--- config.mk ---
export PLATFORM = sky130hd
export DESIGN_NAME = param_shift_register
export DESIGN_NICKNAME = d
export VERILOG_FILES = /design/src/rtl/param_shift_register.sv
export SDC_FILE = /design/constraint.sdc
export NUM_CORES = 1
export LEC_CHECK = 0
export ABC_AREA = 1
export CAP_MARGIN = 0
export CORE_MARGIN = 3
export CORE_UTILIZATION = 25
export DETAILED_ROUTE_END_ITERATION = 12
export PLACE_DENSITY = 0.46
export RECOVER_POWER = 50
export SLEW_MARGIN = 20
export SYNTH_ARGS = -nofsm -noshare
export SYNTH_HDL_FRONTEND = slang
export SYNTH_SLANG_ARGS = --single-unit
--- constraint.sdc ---
create_clock -name clk -period 4.6 [get_ports clk]
set_input_delay 1.38 -clock clk [delete_from_list [all_inputs] [get_ports clk]]
set_output_delay 1.38 -clock clk [all_outputs]
set_load 0.02 [all_outputs]
--- src/rtl/param_shift_register.sv ---
// rtl/param_shift_register.sv - multi-mode DEPTH x WIDTH shift register with per-stage valid bits
//
// Ports:
//   clk, reset      rising-edge clock, synchronous active-high reset
//   en              operation enable (0 = hold, sout_valid drops)
//   mode            000 hold, 001 shift fwd, 010 shift rev, 011 rotate fwd,
//                   100 parallel load, 101 clear, 110/111 hold
//   sin, sin_valid  serial input word and its valid bit
//   d               parallel load data, stage k = d[k*WIDTH +: WIDTH]
//   q, q_valid      registered stage contents and per-stage valid bits
//   sout            registered data of the stage shifted out
//   sout_valid      one-cycle pulse for each valid word shifted out
//   count           popcount of q_valid; full/empty derived from it

module param_shift_register #(
    parameter int WIDTH = 4,
    parameter int DEPTH = 4,
    localparam int CW   = $clog2(DEPTH + 1)
) (
    input  logic                     clk,
    input  logic                     reset,
    input  logic                     en,
    input  logic [2:0]               mode,
    input  logic [WIDTH-1:0]         sin,
    input  logic                     sin_valid,
    input  logic [WIDTH*DEPTH-1:0]   d,
    output logic [WIDTH*DEPTH-1:0]   q,
    output logic [DEPTH-1:0]         q_valid,
    output logic [WIDTH-1:0]         sout,
    output logic                     sout_valid,
    output logic [CW-1:0]            count,
    output logic                     full,
    output logic                     empty
);

    localparam logic [2:0] MODE_HOLD      = 3'b000;
    localparam logic [2:0] MODE_SHIFT_FWD = 3'b001;
    localparam logic [2:0] MODE_SHIFT_REV = 3'b010;
    localparam logic [2:0] MODE_ROT_FWD   = 3'b011;
    localparam logic [2:0] MODE_LOAD      = 3'b100;
    localparam logic [2:0] MODE_CLEAR     = 3'b101;

    // Bit index where the tail stage starts; stage 0 sits in the low bits,
    // so a forward move (head to tail) is a left shift by WIDTH.
    localparam int TAIL = WIDTH * (DEPTH - 1);

    always_ff @(posedge clk) begin
        if (reset) begin
            q          <= '0;
            q_valid    <= '0;
            sout       <= '0;
            sout_valid <= 1'b0;
        end else begin
            // Pulse by default; only the two shift modes raise it again.
            sout_valid <= 1'b0;
            if (en) begin
                case (mode)
                    MODE_SHIFT_FWD: begin
                        q          <= {q[TAIL-1:0], sin};
                        q_valid    <= {q_valid[DEPTH-2:0], sin_valid};
                        sout       <= q[TAIL +: WIDTH];
                        sout_valid <= q_valid[DEPTH-1];
                    end
                    MODE_SHIFT_REV: begin
                        q          <= {sin, q[WIDTH*DEPTH-1:WIDTH]};
                        q_valid    <= {sin_valid, q_valid[DEPTH-1:1]};
                        sout       <= q[WIDTH-1:0];
                        sout_valid <= q_valid[0];
                    end
                    MODE_ROT_FWD: begin
                        q          <= {q[TAIL-1:0], q[TAIL +: WIDTH]};
                        q_valid    <= {q_valid[DEPTH-2:0], q_valid[DEPTH-1]};
                    end
                    MODE_LOAD: begin
                        q          <= d;
                        q_valid    <= '1;
                    end
                    MODE_CLEAR: begin
                        q          <= '0;
                        q_valid    <= '0;
                        sout       <= '0;
                    end
                    MODE_HOLD: begin
                    end
                    default: begin
                        // Reserved encodings hold.
                    end
                endcase
            end
        end
    end

    // Occupancy is a pure function of the valid register.
    always_comb begin
        count = '0;
        for (int i = 0; i < DEPTH; i++) begin
            count = count + CW'(q_valid[i]);
        end
    end

    assign full  = (count == CW'(DEPTH));
    assign empty = (count == '0);

endmodule

==> impl_metrics.sql, run 1 <==
INSERT INTO impl_metrics (metric_group, metric, value, unit) VALUES
('sta', 'tightest_pin_transition', '561', 'ps'),
('grt', 'globalRoute.totalOverflow', '0', ''),
('finish', 'core_utilization_of_the_finished_layout', '35.4', '%'),
('drt', 'route.final.wire_length', '5310', 'um'),
('synth', 'edff_count_synth', '0', ''),
('finish', 'final-instance-count-excl-fill', '405', ''),
('place', 'placement.cell_area', '0.00223', 'mm^2'),
('grt', 'global_route.usage.total', '14.4', '%'),
('synth', 'seq_area_frac_synth', '29.8', '%'),
('status', 'status', 'finished clean', ''),
('worst_setup_path', 'timing.critical_path.arrival', '2620', 'ps'),
('synth', 'netlist_instances', '281', ''),
('clock_network', 'worst_skew_pair.late_latency', '280', 'ps'),
('die', 'initial_cell_density_of_the_core', '26.1', '%'),
('drt', 'drt_iter0_drc', '122', ''),
('drt', 'drt_drc_violations_left', '0', ''),
('worst_setup_path', 'worst-r2r-cell-count', '6', ''),
('hold_path', 'timing.hold.worst.class', 'reg2reg', ''),
('synth', 'synthFlopType', 'dfxtp_1', ''),
('clock_network', 'tritoncts', 'yes', ''),
('die', 'dieWidth', '88.0', 'um'),
('worst_setup_path', 'worstReg2RegEnd', 'q[0]', ''),
('synth', 'ys_async_sr_fraction', '0', '%'),
('die', 'die_h', '88.0', 'um'),
('die', 'pin_count', '57', ''),
('synth', 'synth_nets', '312', ''),
('grt', 'antenna_found_initial', '0', ''),
('synth', 'muxShareOfSynthArea', '0', '%'),
('clock_network', 'postCtsSetupBuffers', '0', ''),
('grt', 'first_global_vias', '1786', ''),
('finish', 'antenna-diode-count', '0', ''),
('clock_network', 'cts-resized-gates', '0', ''),
('synth', 'synth_warnings', '0', ''),
('grt', 'grt_pass1_wl', '8720', 'um'),
('clock_network', 'cts_hold_buf', '0', ''),
('worst_setup_path', 'worstPathCellList', 'inv_1, fa_1, inv_1, ha_1, ha_1, nor3b_1, clkdlybuf4s50_1', ''),
('hold_path', 'timing.hold.worst_endpoint', 'q[3]', ''),
('pwr', 'power_density', '253', 'mW/mm^2'),
('finish', 'synthToLayoutAreaGrowth', '35.2', '%'),
('synth', 'synth_xor_area_share', '0', '%'),
('run', 'max_cap_viol_count', '0', ''),
('finish', 'share_of_layout_cells_above_drive_strength_1', '4.27', '%'),
('hold_path', 'hold-path-cell-count', '2', ''),
('place', 'place_congestion', '0.724', ''),
('worst_setup_path', 'crit_fanout', '4', ''),
('synth', 'compound_cell_area_share_of_the_yosys_netlist', '13.6', '%'),
('synth', 'synthAdderAreaFrac', '3.43', '%'),
('pwr', 'ir_drop', '0.000106', 'V'),
('clock_network', 'cts_sinks', '25', ''),
('sta', 'max-slew-margin-rel', '62.6', '%'),
('sta', 'fin_setup_tns', '0', 'ps'),
('clock_network', 'cts_inserted_buffers', '3', ''),
('synth', 'synthDominantCellAreaShare', '29.8', '%'),
('synth', 'most_frequently_used_cell_type_in_the_post_synthesis_netlist', 'nand2_1', ''),
('worst_setup_path', 'critical_path_buf_inv_count', '3', ''),
('synth', 'syn_area', '0.00168', 'mm^2'),
('worst_setup_path', 'crit_path_max_incr_delay', '630', 'ps'),
('synth', 'postSynthRegisterBits', '25', ''),
('grt', 'grt_start_max_net_pins', '31', ''),
('pwr', 'static_leakage', '0.965', 'nW'),
('finish', 'design.final.nets', '360', ''),
('hold_path', 'hold_path.startpoint', 'q[3]', ''),
('worst_setup_path', 'worstSetupStartpointType', 'flop', ''),
('die', 'floorplan.die_area', '0.00774', 'mm^2'),
('drt', 'detail_route.vias_per_cell', '4.52', ''),
('sta', 'period_needed', '4000', 'ps'),
('place', 'port_buffers', '56', ''),
('synth', 'synth_top_area_cell', 'dfxtp_1', ''),
('drt', 'route.antenna.remaining_nets', '0', ''),
('sta', 'final-max-slew-violation-count', '0', ''),
('sta', 'achievable-frequency', '0.250', 'GHz');
metal layers:
metal	wire (um)	vias up	track usage (%)
met5	0	-	0
met4	59	0	4.18
met3	323	4	2.73
met2	2260	57	22.9
met1	2660	802	19.8
li1	-	969	-
how the worst max path moves through the flow:
stage	slack [ps]	from	to	depth (start not counted)
finish	600	q_valid[0]	full	7
detailed placement	890	q_valid[0]	full	7
global route	420	q_valid[0]	full	7
global placement	940	q_valid[0]	full	7
CTS	570	q_valid[0]	full	7
floorplan	960	q_valid[0]	full	6
power breakdown:
part | total [mW] | internal (mW) | leakage, nW | switching (mW)
Combinational | 0.184 | 0.0784 | 0.735 | 0.106
Sequential | 0.247 | 0.231 | 0.205 | 0.0157
Clock | 0.142 | 0.0609 | 0.0255 | 0.0813
metrics by stage:
| stage | worst slack [ps] | hold slack [ps] |
|---|---|---|
| final | 595 | 508 |
| after detailed placement | 889 | 499 |
| after global placement | 942 | 485 |
| after CTS | 573 | 513 |
| after floorplan | 964 | 557 |
| after global routing | 424 | 544 |
flip-flops by register name, summed over array words and instances (netlist names):
signal,cells
sout,4
sout_valid,1
q_valid,4
q,16
cells by family after synthesis:
kind of cell	Yosys count
compound gates	44
fa+ha+maj	4
buf+inv	44
flops	25
simple gates	164
worst register-to-register path, delay by kind of cell (launching register included):
kind                   cells  cell delay (ps)
flip-flops                 1              440
AND/OR/NAND/NOR            4              300
AO/OA/AOI/OAI              1              110
buffers and inverters      1               40
cell type report:
class | count | share of cell area, %
timing repair buffer | 57 | 25.0
inverter | 30 | 4.96
clock buffer | 3 | 1.82
sequential | 25 | 22.0
clock inverter | 1 | 0.220
tap | 77 | 4.24
multi-input combinational | 212 | 41.7
layout by cell type (no fill, tap or decap), types with 2 or more instances in the layout:
| cell type | instances |
|---|---|
| a21oi_1 | 21 |
| clkbuf_8 | 3 |
| clkdlybuf4s50_1 | 31 |
| dfxtp_1 | 25 |
| dlygate4sd3_1 | 25 |
| ha_1 | 3 |
| inv_1 | 26 |
| inv_2 | 4 |
| nand2_1 | 83 |
| nand2_2 | 2 |
| nand3_1 | 7 |
| nand4_1 | 6 |
| nor2_1 | 60 |
| nor3_1 | 4 |
| o21ai_0 | 16 |
| o21ai_1 | 4 |
| o21ai_2 | 2 |
Power figures use the tool's default switching activity.
==> run 2, diff against run 1 <==
Settings changed: CORE_UTILIZATION 25 to 40, PLACE_DENSITY 0.46 to 0.69, SLEW_MARGIN 20 to 30.
==> run 2 against run 1 <==
Effect of this change: sequential cell count unchanged; cell area fell by 1.3%; die area shrank 35%; clock-buffer cell count unchanged; first-iteration DRC count rose by 13%; register-to-register slack improved by 20 ps; critical endpoint is now empty.
==> impl_metrics.sql, run 2 (same netlist as run 1, synthesis figures left out) <==
INSERT INTO impl_metrics (metric_group, metric, value, unit) VALUES
('worst_setup_path', 'worstSetupStartpointType', 'flop', ''),
('clock_network', 'cts_inserted_buffers', '3', ''),
('status', 'status', 'finished clean', ''),
('worst_setup_path', 'critical_path.endpoint', 'empty', ''),
('finish', 'share_of_layout_cells_above_drive_strength_1', '4.56', '%'),
('grt', 'global_route.usage.total', '20.0', '%'),
('pwr', 'switching_power', '0.196', 'mW'),
('pwr', 'netSwitchingFraction', '34.5', '%'),
('grt', 'grt_pass1_wl', '8230', 'um'),
('worst_setup_path', 'worst-r2r-cell-count', '6', ''),
('place', 'place_congestion', '0.819', ''),
('hold_path', 'timing.hold.worst.class', 'reg2reg', ''),
('worst_setup_path', 'crit_path_start', 'q_valid[0]', ''),
('sta', 'period_needed', '4030', 'ps'),
('clock_network', 'cts_sinks', '25', ''),
('sta', 'finalHoldViolations', '0', ''),
('pwr', 'seq_power_share', '43.4', '%'),
('drt', 'route.final.wire_length', '4880', 'um'),
('sta', 'final-max-slew-violation-count', '0', ''),
('run', 'max_cap_viol_count', '0', ''),
('place', 'place_worst_setup_slack', '861', 'ps'),
('finish', 'register_with_the_most_flip_flops', 'q', ''),
('finish', 'synthToLayoutAreaGrowth', '33.5', '%'),
('sta', 'grt_setup_unrepaired', 'no', ''),
('clock_network', 'clkSlewWorstSetupHoldPaths', '90', 'ps'),
('pwr', 'internal_power', '0.371', 'mW'),
('worst_setup_path', 'timing_worst_setup_path_type', 'reg2out', ''),
('clock_network', 'tritoncts', 'yes', ''),
('grt', 'first_global_vias', '1683', ''),
('pwr', 'power_density', '253', 'mW/mm^2'),
('pwr', 'pwr-share-clk', '23.9', '%'),
('sta', 'achievable-frequency', '0.248', 'GHz'),
('drt', 'drt_drc_violations_left', '0', ''),
('grt', 'globalRoute.totalOverflow', '0', ''),
('worst_setup_path', 'cp-end-kind', 'output port', ''),
('clock_network', 'cts_hold_buf', '0', ''),
('die', 'placement_rows', '22', ''),
('grt', 'grt_start_max_net_pins', '31', ''),
('sta', 'clock_skew', '9.96', 'ps'),
('finish', 'finalInstanceArea', '0.00224', 'mm^2'),
('pwr', 'totalPowerFinal', '0.567', 'mW'),
('sta', 'setup_ws', '574', 'ps'),
('sta', 'tightest_pin_transition', '547', 'ps'),
('drt', 'avgRoutedWirePerCell', '13.0', 'um'),
('clock_network', 'postCtsSetupBuffers', '0', ''),
('die', 'initial_cell_density_of_the_core', '43.6', '%'),
('finish', 'most_frequent_cells_in_the_layout', 'nand2_1 (83), nor2_1 (60), clkdlybuf4s50_1 (31)', ''),
('place', 'port_buffers', '56', ''),
('finish', 'layout_commonest_cell', 'nand2_1', ''),
('die', 'dieWidth', '70.8', 'um'),
('die', 'pin_count', '57', ''),
('clock_network', 'cts_max_path_buffers', '2', ''),
('drt', 'detail_route.vias_per_cell', '4.92', ''),
('finish', 'largest_registers', 'q: 16 flops, q_valid: 4 flops, sout: 4 flops', ''),
('sta', 'fin_setup_tns', '0', 'ps'),
('finish', 'final-instance-count-excl-fill', '377', ''),
('worst_setup_path', 'reg2reg_from', 'q[13]', ''),
('pwr', 'ir_drop', '0.000174', 'V'),
('die', 'die_h', '70.8', 'um'),
('drt', 'drt_iter0_drc', '138', ''),
('drt', 'route.antenna.remaining_nets', '0', ''),
('sta', 'finalCritPeriodShare', '87.5', '%'),
('worst_setup_path', 'timing.critical_path.arrival', '2650', 'ps'),
('worst_setup_path', 'r2r_setup_slack', '3660', 'ps'),
('place', 'hpwlAfterDp', '3470', 'um'),
('place', 'place.detailed.instances', '373', ''),
('pwr', 'share_comb_of_total_power', '32.6', '%'),
('finish', 'design.final.nets', '361', ''),
('grt', 'antenna_found_initial', '0', ''),
('sta', 'number_of_setup_violations_in_the_final_report', '0', ''),
('clock_network', 'worst_skew_pair.late_latency', '280', 'ps'),
('clock_network', 'cts-resized-gates', '0', ''),
('finish', 'antenna-diode-count', '0', ''),
('clock_network', 'htree_levels', '1', ''),
('drt', 'routed-via-count', '1856', ''),
('clock_network', 'ctsRootBufferMaster', 'clkbuf_8', ''),
('finish', 'largest_register_ffs', '16', ''),
('place', 'placement.cell_area', '0.00220', 'mm^2'),
('hold_path', 'hold_path.startpoint', 'q[3]', ''),
('die', 'core_region_area', '0.00385', 'mm^2'),
('worst_setup_path', 'worst-endpoint-required', '3220', 'ps'),
('die', 'floorplan.die_area', '0.00501', 'mm^2'),
('worst_setup_path', 'worstReg2RegEnd', 'q[1]', ''),
('pwr', 'static_leakage', '0.970', 'nW'),
('worst_setup_path', 'crit_fanout', '4', ''),
('drt', 'drt_first_pass_iters', '4', ''),
('sta', 'max-slew-margin-rel', '63.5', '%');
==> run 2: worst max-delay path: stages (launching register included) <==
cell and delay (ps):
dfxtp_1 390, inv_1 90, fa_1 550, inv_1 40, ha_1 170, ha_1 300, nor3_1 190, clkdlybuf4s50_1 630
==> run 2: worst min path at each step <==
stage                      end  slack (ps)  depth (start not counted)
finish                    q[3]         500                          2
global route        q_valid[0]         550                          2
CTS                       q[3]         510                          2
detailed placement        q[3]         490                          2
global placement    q_valid[0]         490                          2
floorplan                 q[1]         560                          2
==> run 2: power by group through the flow <==
| stage | Clock [mW] | Combinational (mW) | Sequential (mW) |
|---|---|---|---|
| finish | 0.136 | 0.185 | 0.246 |
| floorplan | 0 | 0.0968 | 0.266 |
| CTS | 0.139 | 0.192 | 0.247 |
| global placement | 0 | 0.189 | 0.251 |
| detailed placement | 0 | 0.191 | 0.252 |
| global route | 0.147 | 0.204 | 0.249 |
==> run 2: layer usage <==
layer  share of wire, %  track usage, %
met1                 48            28.5
met2                 45            30.6
met3                6.7            4.12
met4               0.78            5.43
met5                  0               0
==> run 2: final cells by class <==
cell class                 instances  area (um^2)
clock buffer                       3         41.3
clock inverter                     1         5.00
fill                             423         1610
inverter                          30          113
multi-input combinational        212          947
sequential                        25          500
tap                               48         60.1
timing repair buffer              58          576
==> run 2: through the flow <==
stage	hold slack [ps]	utilization, %
floorplan	557	-
global placement	486	57.1
detailed placement	494	57.1
CTS	507	58.3
global route	547	58.2
finish	501	58.2
==> run 3, diff against run 2 <==
Settings changed: MAX_ROUTING_LAYER set to met4.
==> run 3 against run 2 <==
Effect of this change: combinational power about the same; clock-buffer cell count unchanged; first-iteration DRC count unchanged; utilization unchanged; clock skew about the same; via count unchanged; routed wire length about the same; power about the same; register-to-register slack about the same; critical path type unchanged.
==> impl_metrics.sql, run 3 (same netlist as run 1, synthesis figures left out) <==
INSERT INTO impl_metrics (metric_group, metric, value, unit) VALUES
('place', 'place_congestion', '0.831', ''),
('clock_network', 'clkSlewWorstSetupHoldPaths', '90', 'ps'),
('pwr', 'netSwitchingFraction', '34.5', '%'),
('drt', 'route.antenna.remaining_nets', '0', ''),
('clock_network', 'cts-resized-gates', '0', ''),
('pwr', 'pwr-share-clk', '23.9', '%'),
('sta', 'period_needed', '4030', 'ps'),
('finish', 'core_utilization_of_the_finished_layout', '58.2', '%'),
('grt', 'grt_pass1_wl', '8230', 'um'),
('finish', 'largest_register_ffs', '16', ''),
('finish', 'design.final.nets', '361', ''),
('clock_network', 'cts_max_path_buffers', '2', ''),
('worst_setup_path', 'cp-end-kind', 'output port', ''),
('drt', 'drt_iter0_drc', '138', ''),
('place', 'hpwlAfterDp', '3470', 'um'),
('die', 'initial_cell_density_of_the_core', '43.6', '%'),
('sta', 'finalHoldViolations', '0', ''),
('die', 'dieWidth', '70.8', 'um'),
('finish', 'share_of_layout_cells_above_drive_strength_1', '4.56', '%'),
('finish', 'synthToLayoutAreaGrowth', '33.5', '%'),
('finish', 'layout_commonest_cell', 'nand2_1', ''),
('grt', 'globalRoute.totalOverflow', '0', ''),
('sta', 'grt_setup_unrepaired', 'no', ''),
('finish', 'register_with_the_most_flip_flops', 'q', ''),
('sta', 'tightest_pin_transition', '547', 'ps'),
('grt', 'global_route.usage.total', '20.6', '%'),
('clock_network', 'postCtsSetupBuffers', '0', ''),
('drt', 'routed-via-count', '1856', ''),
('worst_setup_path', 'crit_fanout', '4', ''),
('pwr', 'internal_power', '0.371', 'mW'),
('drt', 'route.final.wire_length', '4880', 'um'),
('worst_setup_path', 'worstPathCellList', 'inv_1, fa_1, inv_1, ha_1, ha_1, nor3_1, clkdlybuf4s50_1', ''),
('finish', 'largest_registers', 'q: 16 flops, q_valid: 4 flops, sout: 4 flops', ''),
('drt', 'drt_first_pass_iters', '4', ''),
('worst_setup_path', 'timing_worst_setup_path_type', 'reg2out', ''),
('drt', 'drt_drc_violations_left', '0', ''),
('drt', 'avgRoutedWirePerCell', '13.0', 'um'),
('die', 'core_region_area', '0.00385', 'mm^2'),
('status', 'status', 'finished clean', ''),
('clock_network', 'cts_inserted_buffers', '3', ''),
('worst_setup_path', 'crit_path_max_incr_delay', '630', 'ps'),
('worst_setup_path', 'critical_path_buf_inv_count', '3', ''),
('run', 'max_cap_viol_count', '0', ''),
('grt', 'grt_start_max_net_pins', '31', ''),
('clock_network', 'cts_hold_buf', '0', ''),
('worst_setup_path', 'worstSetupStartpointType', 'flop', ''),
('finish', 'most_frequent_cells_in_the_layout', 'nand2_1 (83), nor2_1 (60), clkdlybuf4s50_1 (31)', ''),
('drt', 'detail_route.vias_per_cell', '4.92', ''),
('pwr', 'share_comb_of_total_power', '32.6', '%'),
('grt', 'first_global_vias', '1683', ''),
('die', 'pin_count', '57', ''),
('worst_setup_path', 'crit_family', 'adder cells', ''),
('place', 'port_buffers', '56', ''),
('pwr', 'power_density', '253', 'mW/mm^2'),
('die', 'floorplan.die_area', '0.00501', 'mm^2'),
('hold_path', 'timing.hold.worst.class', 'reg2reg', ''),
('sta', 'max-slew-margin-rel', '63.5', '%'),
('pwr', 'switching_power', '0.196', 'mW'),
('sta', 'fin_setup_tns', '0', 'ps'),
('clock_network', 'tritoncts', 'yes', ''),
('clock_network', 'worst_skew_pair.late_latency', '280', 'ps'),
('die', 'die_h', '70.8', 'um'),
('pwr', 'seq_power_share', '43.4', '%'),
('clock_network', 'cts_sinks', '25', ''),
('sta', 'final-max-slew-violation-count', '0', ''),
('grt', 'antenna_found_initial', '0', ''),
('sta', 'finalCritPeriodShare', '87.5', '%'),
('finish', 'antenna-diode-count', '0', ''),
('worst_setup_path', 'slowest_stage', 'clkdlybuf4s50_1', ''),
('clock_network', 'htree_levels', '1', ''),
('sta', 'clock_skew', '9.98', 'ps'),
('worst_setup_path', 'worst-endpoint-required', '3220', 'ps'),
('sta', 'achievable-frequency', '0.248', 'GHz'),
('worst_setup_path', 'timing.critical_path.arrival', '2650', 'ps'),
('pwr', 'ir_drop', '0.000174', 'V'),
('pwr', 'static_leakage', '0.970', 'nW'),
('sta', 'number_of_setup_violations_in_the_final_report', '0', ''),
('clock_network', 'ctsRootBufferMaster', 'clkbuf_8', ''),
('die', 'placement_rows', '22', '');
==> run 3: cell type report <==
cell class              instances  area (um^2)
repair buffers                 58          576
well taps                      48         60.1
clock buffers                   3         41.3
flip-flops and latches         25          500
multi-input cells             212          947
fillers                       423         1610
inverters                      30          113
clock inverters                 1         5.00
==> run 3: worst reg2reg max path, stage by stage (launching register included) <==
cell and delay [ps]:
dfxtp_1 420, nand4_1 110, nand2_1 90, inv_1 40
nand2_1 50, nand2_1 50, a21oi_1 100
==> run 3: per-stage QoR <==
stage / setup slack [ps] / area [um^2] / hold slack, ps / power (mW) / cells
final: 574 / 2240 / 501 / 0.567 / 377
after global routing: 444 / 2240 / 547 / 0.600 / 377
after detailed placement: 861 / 2200 / 494 / 0.442 / 373
after CTS: 561 / 2250 / 507 / 0.577 / 377
after floorplan: 964 / 1680 / 557 / 0.363 / 281
after global placement: 953 / 2200 / 486 / 0.441 / 373
==> run 3: power by group through the flow <==
stage,clock (mW),sequential [mW],combinational [mW]
3_5_place_dp,0,0.252,0.191
4_1_cts,0.139,0.247,0.192
2_1_floorplan,0,0.266,0.0968
6_report,0.136,0.246,0.185
3_3_place_gp,0,0.251,0.189
5_1_grt,0.147,0.249,0.204
==> run 3: path summary, 6_finish.rpt <==
kind | startpoint | to | slack, ps | cells past startpoint
worst min-delay path | q[3] | q[3] | 500 | 2
worst min register to register | q[3] | q[3] | 500 | 2
worst max register to register | q[13] | q[1] | 3660 | 6
worst max-delay path | q_valid[0] | empty | 570 | 7
==> run 3: metal layers <==
| layer | vias up | GRT usage [%] | share of wire [%] |
|---|---|---|---|
| li1 | 974 | - | - |
| met1 | 815 | 28.9 | 48 |
| met2 | 62 | 30.6 | 45 |
| met3 | 5 | 3.55 | 6.3 |
| met4 | 0 | 5.43 | 0.78 |
| met5 | - | - | 0 |
